## src/rtl/ball_motion_pkg.sv

```systemverilog
// Shared settings for the breakout ball controller: screen geometry, reset
// position, state encoding and the position clamp used by both axes.
package ball_motion_pkg;

    localparam int POS_W           = 10;
    localparam int DEF_SCREEN_W    = 640;
    localparam int DEF_SCREEN_H    = 480;
    localparam int DEF_BALL_RADIUS = 10;
    localparam int DEF_FLOOR_Y     = 470;
    localparam int RESET_X         = 320;
    localparam int RESET_Y         = 400;
    localparam int SERVE_LIFT      = 31;

    typedef enum logic [1:0] {
        SERVE = 2'd0,
        MOVE  = 2'd1,
        LOST  = 2'd2,
        OVER  = 2'd3
    } state_t;

    // Clamp a signed 11-bit candidate position into [lo, hi].
    function automatic logic [POS_W-1:0] clamp_pos(input logic signed [POS_W:0] v,
                                                   input int lo, input int hi);
        logic signed [POS_W:0] lo_s;
        logic signed [POS_W:0] hi_s;
        logic signed [POS_W:0] r;
        lo_s = (POS_W+1)'(lo);
        hi_s = (POS_W+1)'(hi);
        if (v < lo_s) begin
            r = lo_s;
        end else if (v > hi_s) begin
            r = hi_s;
        end else begin
            r = v;
        end
        return r[POS_W-1:0];
    endfunction

endpackage

```

## src/rtl/ball_motion_axis_bounce.sv

```systemverilog
// One axis of ball motion: direction and cooldown state, crash-flag reversal
// and the clamped next position. Instantiated once for x and once for y.
module axis_bounce
    import ball_motion_pkg::*;
#(
    parameter int   STEP     = 2,
    parameter int   COOLDOWN = 2,
    parameter int   LO       = 10,
    parameter int   HI       = 630,
    parameter logic INIT_NEG = 1'b0,
    parameter logic EXIT_EN  = 1'b0,
    parameter int   EXIT_AT  = 1023
) (
    input  logic             iFrame_CLK,
    input  logic             iRST_n,
    input  logic             en,
    input  logic             launch,
    input  logic             neg_flag,
    input  logic             pos_flag,
    input  logic [POS_W-1:0] pos,
    output logic [POS_W-1:0] next_pos,
    output logic             reversed,
    output logic             past_limit
);

    localparam int CW = (COOLDOWN < 2) ? 1 : $clog2(COOLDOWN + 1);
    localparam logic signed [POS_W:0] STEP_S = (POS_W+1)'(STEP);

    logic                     dir_neg;
    logic                     dir_neg_nxt;
    logic [CW-1:0]            cool;
    logic                     cool_idle;
    logic                     flip;
    logic signed [POS_W:0]    stepped;

    assign cool_idle = (cool == '0);

    // A lone flag on the side the ball is heading toward reverses it; a flag
    // opposing the motion, or both flags together, is ignored.
    always_comb begin
        // NOTE: give every always_comb output a default first so no path can
        // leave it unassigned and infer a latch.
        flip = 1'b0;
        if (cool_idle && (neg_flag != pos_flag)) begin
            flip = dir_neg ? neg_flag : pos_flag;
        end
    end

    assign reversed    = en & flip;
    assign dir_neg_nxt = dir_neg ^ reversed;
    assign stepped     = $signed({1'b0, pos}) + (dir_neg_nxt ? -STEP_S : STEP_S);
    assign next_pos    = clamp_pos(stepped, LO, HI);
    assign past_limit  = EXIT_EN && !dir_neg && (pos >= POS_W'(EXIT_AT));

    // NOTE: state registers use non-blocking assignments so every flop samples
    // the pre-edge values regardless of statement order.
    always_ff @(posedge iFrame_CLK or negedge iRST_n) begin
        if (!iRST_n) begin
            dir_neg <= INIT_NEG;
            cool    <= '0;
        end else if (launch) begin
            dir_neg <= INIT_NEG;
            cool    <= '0;
        end else if (en) begin
            dir_neg <= dir_neg_nxt;
            if (reversed) begin
                cool <= CW'(COOLDOWN);
            end else if (!cool_idle) begin
                cool <= cool - CW'(1);
            end
        end
    end

endmodule

```

## src/rtl/ball_motion.sv

```systemverilog
// Breakout ball controller: serve / move / lost / over sequencing, lives,
// slider tracking while serving, floor loss detection and the bounce pulse.
module ball_motion
    import ball_motion_pkg::*;
#(
    parameter int STEP        = 2,
    parameter int START_LIVES = 3,
    parameter int COOLDOWN    = 2,
    parameter int BALL_RADIUS = DEF_BALL_RADIUS,
    parameter int SCREEN_W    = DEF_SCREEN_W,
    parameter int SCREEN_H    = DEF_SCREEN_H,
    parameter int FLOOR_Y     = DEF_FLOOR_Y
) (
    input  logic             iFrame_CLK,
    input  logic             iRST_n,
    input  logic [3:0]       iCrash,
    input  logic             iLaunch,
    input  logic [POS_W-1:0] iSlider_x,
    input  logic [POS_W-1:0] iSlider_y,
    output logic [POS_W-1:0] oBall_x,
    output logic [POS_W-1:0] oBall_y,
    output logic [1:0]       oLives,
    output logic             oServing,
    output logic             oGame_over,
    output logic             oBounce
);

    localparam logic signed [POS_W:0] RADIUS_S = (POS_W+1)'(BALL_RADIUS);

    state_t                state;
    state_t                state_nxt;
    logic [POS_W-1:0]      next_x;
    logic [POS_W-1:0]      next_y;
    logic                  rev_x;
    logic                  rev_y;
    logic                  exit_x;
    logic                  exit_y;
    logic                  floor_hit;
    logic                  axis_en;
    logic                  launch_go;
    logic [1:0]            lives_dec;
    logic signed [POS_W:0] lifted;
    logic [POS_W-1:0]      serve_y;

    // Only the y axis has an exit edge (the floor); x never reports one.
    assign floor_hit = (state == MOVE) && (exit_x || exit_y);
    assign axis_en   = (state == MOVE) && !floor_hit;
    assign launch_go = (state == SERVE) && iLaunch;
    assign lives_dec = (oLives == 2'd0) ? 2'd0 : oLives - 2'd1;

    assign lifted  = $signed({1'b0, iSlider_y} - (POS_W+1)'(SERVE_LIFT));
    assign serve_y = (lifted < RADIUS_S) ? POS_W'(BALL_RADIUS) : lifted[POS_W-1:0];

    axis_bounce #(
        .STEP     (STEP),
        .COOLDOWN (COOLDOWN),
        .LO       (BALL_RADIUS),
        .HI       (SCREEN_W - BALL_RADIUS),
        .INIT_NEG (1'b0),
        .EXIT_EN  (1'b0),
        .EXIT_AT  (SCREEN_W)
    ) u_axis_x (
        .iFrame_CLK (iFrame_CLK),
        .iRST_n     (iRST_n),
        .en         (axis_en),
        .launch     (launch_go),
        .neg_flag   (iCrash[3]),
        .pos_flag   (iCrash[2]),
        .pos        (oBall_x),
        .next_pos   (next_x),
        .reversed   (rev_x),
        .past_limit (exit_x)
    );

    axis_bounce #(
        .STEP     (STEP),
        .COOLDOWN (COOLDOWN),
        .LO       (BALL_RADIUS),
        .HI       (SCREEN_H - BALL_RADIUS),
        .INIT_NEG (1'b1),
        .EXIT_EN  (1'b1),
        .EXIT_AT  (FLOOR_Y)
    ) u_axis_y (
        .iFrame_CLK (iFrame_CLK),
        .iRST_n     (iRST_n),
        .en         (axis_en),
        .launch     (launch_go),
        .neg_flag   (iCrash[1]),
        .pos_flag   (iCrash[0]),
        .pos        (oBall_y),
        .next_pos   (next_y),
        .reversed   (rev_y),
        .past_limit (exit_y)
    );

    always_ff @(posedge iFrame_CLK or negedge iRST_n) begin
        if (!iRST_n) begin
            state <= SERVE;
        end else begin
            state <= state_nxt;
        end
    end

    always_comb begin
        state_nxt = state;
        case (state)
            SERVE:   if (iLaunch) state_nxt = MOVE;
            MOVE:    if (floor_hit) state_nxt = LOST;
            LOST:    state_nxt = (lives_dec == 2'd0) ? OVER : SERVE;
            OVER:    if (iLaunch) state_nxt = SERVE;
            default: state_nxt = SERVE;
        endcase
    end

    always_comb begin
        oServing   = 1'b0;
        oGame_over = 1'b0;
        case (state)
            SERVE:   oServing   = 1'b1;
            OVER:    oGame_over = 1'b1;
            default: ;
        endcase
    end

    // Position and lives; the ball is held in LOST, OVER and on the floor frame.
    always_ff @(posedge iFrame_CLK or negedge iRST_n) begin
        if (!iRST_n) begin
            oBall_x <= POS_W'(RESET_X);
            oBall_y <= POS_W'(RESET_Y);
            oLives  <= 2'(START_LIVES);
            oBounce <= 1'b0;
        end else begin
            oBounce <= rev_x | rev_y;
            case (state)
                SERVE: begin
                    oBall_x <= iSlider_x;
                    oBall_y <= serve_y;
                end
                MOVE: begin
                    if (!floor_hit) begin
                        oBall_x <= next_x;
                        oBall_y <= next_y;
                    end
                end
                LOST: oLives <= lives_dec;
                OVER: if (iLaunch) oLives <= 2'(START_LIVES);
                default: ;
            endcase
        end
    end

endmodule

```

## config.mk

```make
export PLATFORM = sky130hd
export DESIGN_NAME = ball_motion
export DESIGN_NICKNAME = d
export VERILOG_FILES = /design/src/rtl/ball_motion_pkg.sv /design/src/rtl/ball_motion_axis_bounce.sv /design/src/rtl/ball_motion.sv
export SDC_FILE = /design/constraint.sdc
export NUM_CORES = 1
export LEC_CHECK = 0
export ABC_AREA = 1
export ABC_CLOCK_PERIOD_IN_PS = 6950
export CORE_MARGIN = 2
export CORE_UTILIZATION = 45
export DETAILED_ROUTE_END_ITERATION = 10
export PLACE_DENSITY = 0.77
export SLEW_MARGIN = 10
export SYNTH_ARGS = -nofsm -noshare
export SYNTH_HDL_FRONTEND = slang
export SYNTH_SLANG_ARGS = --single-unit
export TNS_END_PERCENT = 50
```

## constraint.sdc

```tcl
create_clock -name iFrame_CLK -period 6.95 [get_ports iFrame_CLK]
set_clock_uncertainty 0.1 [all_clocks]
set_input_delay 1.0425 -clock iFrame_CLK [delete_from_list [all_inputs] [get_ports iFrame_CLK]]
set_output_delay 1.0425 -clock iFrame_CLK [all_outputs]
set_load 0.01 [all_outputs]
```

-- Yosys cells after proc, flatten, opt, wreduce, memory -nomap -nowiden
Cells that the tools add are included.
- flip-flop bits (word level): 31
- input port bits: 27
- output and inout port bits: 25
- logic and storage cells: 95
- $add $sub $neg: 6
- $lt $le $gt $ge: 6
- equal/unequal tests: 11
- mux-type cells: 37
- bitwise logic cells: 5
- reductions and logical operators: 21
- operators with widths (cell ; number):
    $mux W10 ; 7
    $pmux W10 S2 ; 2
    $lt A11 B5 Y1 const B ; 3
    $mux W2 ; 14
    $add A11 B11 Y11 ; 2
    $mux W11 ; 2
    $gt A11 B10 Y1 const B ; 1
    $gt A11 B11 Y1 const B ; 1
    $sub A10 B5 Y11 const B ; 1
    $ge A10 B9 Y1 const B ; 1
    $logic_not A2 Y1 ; 5
    $mux W1 ; 10
    $ne A2 B2 Y1 const B ; 4
    $pmux W2 S4 ; 1
    $reduce_and A2 Y1 ; 4
    $logic_and A1 B1 Y1 ; 6
    $ne A3 B3 Y1 const B ; 2
    $reduce_bool A2 Y1 ; 3
    $sub A2 B1 Y2 const B ; 3
    $eq A2 B2 Y1 const B ; 2
    $pmux W2 S2 ; 1
    $reduce_and A3 Y1 ; 1
    $and A1 B1 Y1 ; 2
    $eq A2 B1 Y1 const B ; 1
    4 further kinds ; 7

-- Logic depth before layout (Yosys ltp)
- depth in word-level cells: 14
- mapped depth: 27
- depth with buffers taken out: 27

-- Cells and area by module
A second synthesis with hierarchy kept.
- cell total of the unflattened synthesis: 585
- area total of the unflattened synthesis: 3641.0 um^2
- by module, submodules not included (module ; times used ; cells an instance ; area each (um^2) ; sequential area each (um^2)):
    ball_motion ; 1 ; 212 ; 1481.4 ; 634.4
    axis_bounce at u_axis_y ; 1 ; 181 ; 1089.8 ; 76.3
    axis_bounce at u_axis_x ; 1 ; 192 ; 1069.8 ; 75.1

-- Worst setup path after synthesis
OpenSTA, ideal clock, no wires.
- kind: input-to-reg
- start: in iCrash[1]
- end: reg oBall_y[0]
- setup time: 0.117 ns
- arrival time: 3.348 ns
- data required time: 6.733 ns
- path slack: 3.386 ns
- stages: 23
- buffers on the path: 0
- cells stage by stage: inv_1 o21ai_0 nand2_1 nor2_1 nand3_2 nand2_2 nand2_4 inv_1 ha_1 a21oi_1 nand2_1 nand2_1 nand2_1 a21oi_2 inv_2 nand3_1 nand2_4 nand3_4 nand2_2 nand2_1 nand2_1 nand2_1 nand2_1
- word-level cells in the longest chain between the ends: 12
- elaborated cells on any way between the ends: 14
- classes of those cells: add/sub: 1; order compare: 2; eq/ne: 1; mux: 7; bitwise: 2; reduce/logical: 1
- RTL lines (element ; line ; text):
    from (decl) ; ball_motion.sv:16 ; input logic [3:0] iCrash,
    $ne A1 B1 Y1 ; ball_motion_axis_bounce.sv:44 ; if (cool_idle && (neg_flag != pos_flag)) begin
    $logic_and A1 B1 Y1 ; ball_motion_axis_bounce.sv:44 ;
    $mux W1 (*) ; ball_motion_axis_bounce.sv:44 ;
    $and A1 B1 Y1 (*) ; ball_motion_axis_bounce.sv:49 ; assign reversed = en & flip;
    $xor A1 B1 Y1 (*) ; ball_motion_axis_bounce.sv:50 ; assign dir_neg_nxt = dir_neg ^ reversed;
    $mux W11 (*) ; ball_motion_axis_bounce.sv:51 ; assign stepped = $signed({1'b0, pos}) + (dir_neg_nxt ? -STEP_S : STEP_S);
    $add A11 B11 Y11 (*) ; ball_motion_axis_bounce.sv:51 ;
    $gt A11 B10 Y1 ; ball_motion_pkg.sv:31 ; end else if (v > hi_s) begin
    $mux W10 ; ball_motion_pkg.sv:31 ;
    $mux W10 (*) ; ball_motion_pkg.sv:29 ; if (v < lo_s) begin
    $mux W10 (*) ; ball_motion.sv:140 ; if (!floor_hit) begin
    $pmux W10 S2 (*) ; ball_motion.sv:134 ; case (state)
    to (signal assigned) ; ball_motion.sv:129 ; oBall_y <= POS_W'(RESET_Y);
    to (signal assigned) ; ball_motion.sv:137 ; oBall_y <= serve_y;
    to (signal assigned) ; ball_motion.sv:142 ; oBall_y <= next_y;
    to (decl) ; ball_motion.sv:21 ; output logic [POS_W-1:0] oBall_y,
Every way passes the cells marked *; elsewhere a longest branch is shown, timed or not. The select of a mux whose other input is x is not followed.
A chain may end at the register's enable or synchronous reset.

-- Worst setup path in the final report
- start: in iCrash[3]
- end: reg oBall_x[1]
- word-level cells in the longest chain between the ends: 12
- elaborated cells on any way between the ends: 14
- classes of those cells: add/sub: 1; order compare: 2; eq/ne: 1; mux: 7; bitwise: 2; reduce/logical: 1
- RTL lines (element ; line ; text):
    $ne A1 B1 Y1 ; ball_motion_axis_bounce.sv:44 ;
    $logic_and A1 B1 Y1 ; ball_motion_axis_bounce.sv:44 ;
    $mux W1 (*) ; ball_motion_axis_bounce.sv:44 ;
    $and A1 B1 Y1 (*) ; ball_motion_axis_bounce.sv:49 ;
    $xor A1 B1 Y1 (*) ; ball_motion_axis_bounce.sv:50 ;
    $mux W11 (*) ; ball_motion_axis_bounce.sv:51 ;
    $add A11 B11 Y11 (*) ; ball_motion_axis_bounce.sv:51 ;
    $gt A11 B11 Y1 ; ball_motion_pkg.sv:31 ;
    $mux W10 ; ball_motion_pkg.sv:31 ;
    $mux W10 (*) ; ball_motion_pkg.sv:29 ;
    $mux W10 (*) ; ball_motion.sv:140 ;
    $pmux W10 S2 (*) ; ball_motion.sv:134 ;
    to (signal assigned) ; ball_motion.sv:128 ; oBall_x <= POS_W'(RESET_X);
    to (signal assigned) ; ball_motion.sv:136 ; oBall_x <= iSlider_x;
    to (signal assigned) ; ball_motion.sv:141 ; oBall_x <= next_x;
    to (decl) ; ball_motion.sv:20 ; output logic [POS_W-1:0] oBall_x,
Marks and branches as above.

==> run metrics <==
Unique masters post-synth=39; clock root cell=clkbuf_8; vias per inst=5.124; critical path's top delay family=simple AND/OR/NAND/NOR gates; Syn Area/Cell=6.728 µm²; vias=3,228; clock slew at reported path FFs=0.07 ns; MaxCap Viol Count=0; Final period util=60.33%; ratio of cells with drive above 1 in the final layout=10.67%; Initial Utilization=46.98%; critical path required time=7.02 ns; Slew Limit Fails=0; row cnt=30; first-pass GRT wire length=14,100 µm; YS warnings=0; prevailing post-synth register cell=dfrtp_1; Sink Count=31; initial antenna violation count=0; H-tree depth=2; largest net degree at the start of global routing=32; post-synthesis async set-or-reset flop share=100.0%; RSZ-0062 raised after global routing=false; WS Path Type=input pin to register; Min Hold Slack=0.4142 ns; DRC Markers=0; final setup fails=0; DP HPWL=6421 µm; top layer used by detailed routing=met4; clock latency on the worst-skew pair=0.29 ns; Syn Nets=531; Synth Instances=477; setup tns final=0 ns; status=completed; CP max-delay cell=clkdlybuf4s50_1; number of port buffers=51; DR pass1 iterations=5; slowest stage delay, CP=0.50 ns; Max clock buf depth=2; Detailed Route WL=8239 µm; Max Fclk=238.5 MHz; met3 WL=230 µm; Area Overhead vs Synth=23.12%; Die Ht=88.45 µm; Buf/Inv on CP=4; Post-synth EDFFs=0; CTS tree=done; DP Worst Slack=2.489 ns; final-layout fill cell count=650; Worst slew margin=70.37%; Synth Register Bits=31; drt initial violations=149; routed wl met2=4041 µm; Worst EP arrival=4.26 ns; Seq/Total Area, Yosys=24.48%; Final Instance Count excl. Fillers=630; Synth Cell Area=3209 µm²; sequential cell area=785.8 µm²; routability cong.=0.9144; CTS Buf Count=5; vias in the first global route=3,121; Hold Buf Count CTS=0; die width=88.45 µm; CP Capture Type=register; met1 wire length=3802 µm; GRT Overall Usage=22.67%; worst min path class=register to register; Setup crit start kind=input pin; Tmin final=4.193 ns; crit-path cells=clkdlybuf4s50_1 > inv_1 > nor2_1 > o21ai_0 > nor2_1 > nand4_1 > nand2_2 > inv_1 > ha_1 > inv_1 > nor3_1 > nand3_1 > nand3_1 > nand3_1 > nand2_4 > nand2_4 > nor2_8 > nand3_1 > nand2_1 > o21ai_1; Max FO, Critical Path=9; Final WS setup=2.757 ns; gr ovfl total=0; Final nets=587; ANT nets after route=0; crit-path most repeated cell=nand3_1; placed cells=622; ant diodes=0; area of the multi-input gates=2147 µm²; Tightest Pin Transition=0.4418 ns; Resized cells post-CTS=0; number of post-CTS setup repair buffers=0; Core Box Area=6832 µm²; die area=7823 µm²; Final Hold Viols=0; num ports=52; drt wl/cell=13.08 µm
## synthesized netlist by cell type, types with 7 or more instances
cell type | number | area [µm²]
nor3_1 | 7 | 35.03
dfrtp_1 | 23 | 575.6
o21ai_0 | 22 | 110.1
inv_1 | 66 | 247.7
a21oi_1 | 26 | 130.1
nand2_2 | 11 | 68.82
xor2_1 | 7 | 61.31
nand2_1 | 126 | 473.0
dfstp_2 | 8 | 210.2
ha_1 | 25 | 312.8
nor2_1 | 49 | 183.9
nand3_1 | 42 | 210.2
## worst reg2reg max path: stages, from the launching register on
cell     delay [ns]
dfrtp_1        0.48
nand2_1        0.11
nand2_1        0.05
nand2_1        0.06
nand2_1        0.06
nand2_1        0.08
nand2_2        0.06
nand2_4        0.10
nand3_2        0.11
nand2_2        0.13
nand2_4        0.07
inv_1          0.25
ha_1           0.35
a21oi_1        0.22
nand2_1        0.16
xnor2_1        0.26
nand2_1        0.08
nand2_1        0.09
nand2_1        0.06
nand2_1        0.07
nand2_2        0.06
nand3_4        0.14
nand2_2        0.05
nand2_1        0.07
nand2_1        0.06
nand2_1        0.07
nand2_1        0.05
## state kept, by name, indices dropped and copies added, names as in the netlist
| register | count |
|---|---|
| oBall_y | 10 |
| state | 2 |
| u_axis_x.dir_neg | 1 |
| oBounce | 1 |
| oBall_x | 10 |
| oLives | 2 |
| u_axis_x.cool | 2 |
| u_axis_y.dir_neg | 1 |
| u_axis_y.cool | 2 |
## kinds of logic (layout without fill, tap and decap cells)
group	after synthesis	after routing	share of synthesized area [%]
flops	31	31	24.48
compound gates	67	67	11.85
fa+ha+maj	27	27	10.99
simple gates	266	266	40.27
buf+inv	73	130	8.616
xor+xnor	13	13	3.782
## final cells by class
class	instances	area share, %
clock inverters	2	0.8866
well taps	96	3.040
repair buffers	52	13.11
clock buffers	6	2.090
flip-flops and latches	31	19.89
multi-input cells	373	54.34
inverters	70	6.650
## per-layer routing
metal / up-vias / global-route usage [%]
met5: - / 0
met4: 0 / 7.025
met3: 15 / 2.519
met2: 72 / 40.12
met1: 1483 / 28.99
li1: 1658 / -
## final timing paths
| check | from | to | slack, ns | cells past startpoint |
|---|---|---|---|---|
| setup / recovery | iCrash[3] | oBall_x[1]$_DFFE_PN0P_ | 2.76 | 20 |
| min in group asynchronous | iRST_n | u_axis_x.cool[0]$_DFFE_PN0P_ | 1.06 | 2 |
| hold / removal | u_axis_y.cool[1]$_DFFE_PN0P_ | u_axis_y.cool[1]$_DFFE_PN0P_ | 0.41 | 2 |
| setup reg to reg | oBall_y[1]$_DFFE_PN0P_ | oBall_y[0]$_DFFE_PN0P_ | 3.39 | 26 |
| max in group asynchronous | iRST_n | oBall_x[8]$_DFFE_PN1P_ | 5.34 | 2 |
| hold reg to reg | u_axis_y.cool[1]$_DFFE_PN0P_ | u_axis_y.cool[1]$_DFFE_PN0P_ | 0.41 | 2 |
## cells in the final DEF (no fill, tap or decap), drive strengths merged, types with 2 or more instances in the layout
| cell | n |
|---|---|
| clkdlybuf4s50 | 51 |
| a22oi | 3 |
| nand3b | 2 |
| a21oi | 30 |
| o21bai | 2 |
| a31oi | 4 |
| dfrtp | 23 |
| xor2 | 8 |
| fa | 2 |
| nand2 | 143 |
| inv | 70 |
| xnor2 | 5 |
| nand3 | 48 |
| dfstp | 8 |
| ha | 25 |
| clkbuf | 6 |
| nor2 | 56 |
| nor3 | 7 |
| nand4 | 7 |
| o21ai | 24 |
## per-stage QoR
step | instance area, µm² | util, %
3_5_place_dp | 3834 | 56.12
6_report | 3951 | 57.84
5_1_grt | 3951 | 57.84
2_1_floorplan | 3209 | -
4_1_cts | 3951 | 57.84
3_3_place_gp | 3834 | 56.12
Power is left out: the tool's default activity adds up to more than one toggle a clock period on the data nets, which glitch-free logic cannot reach.
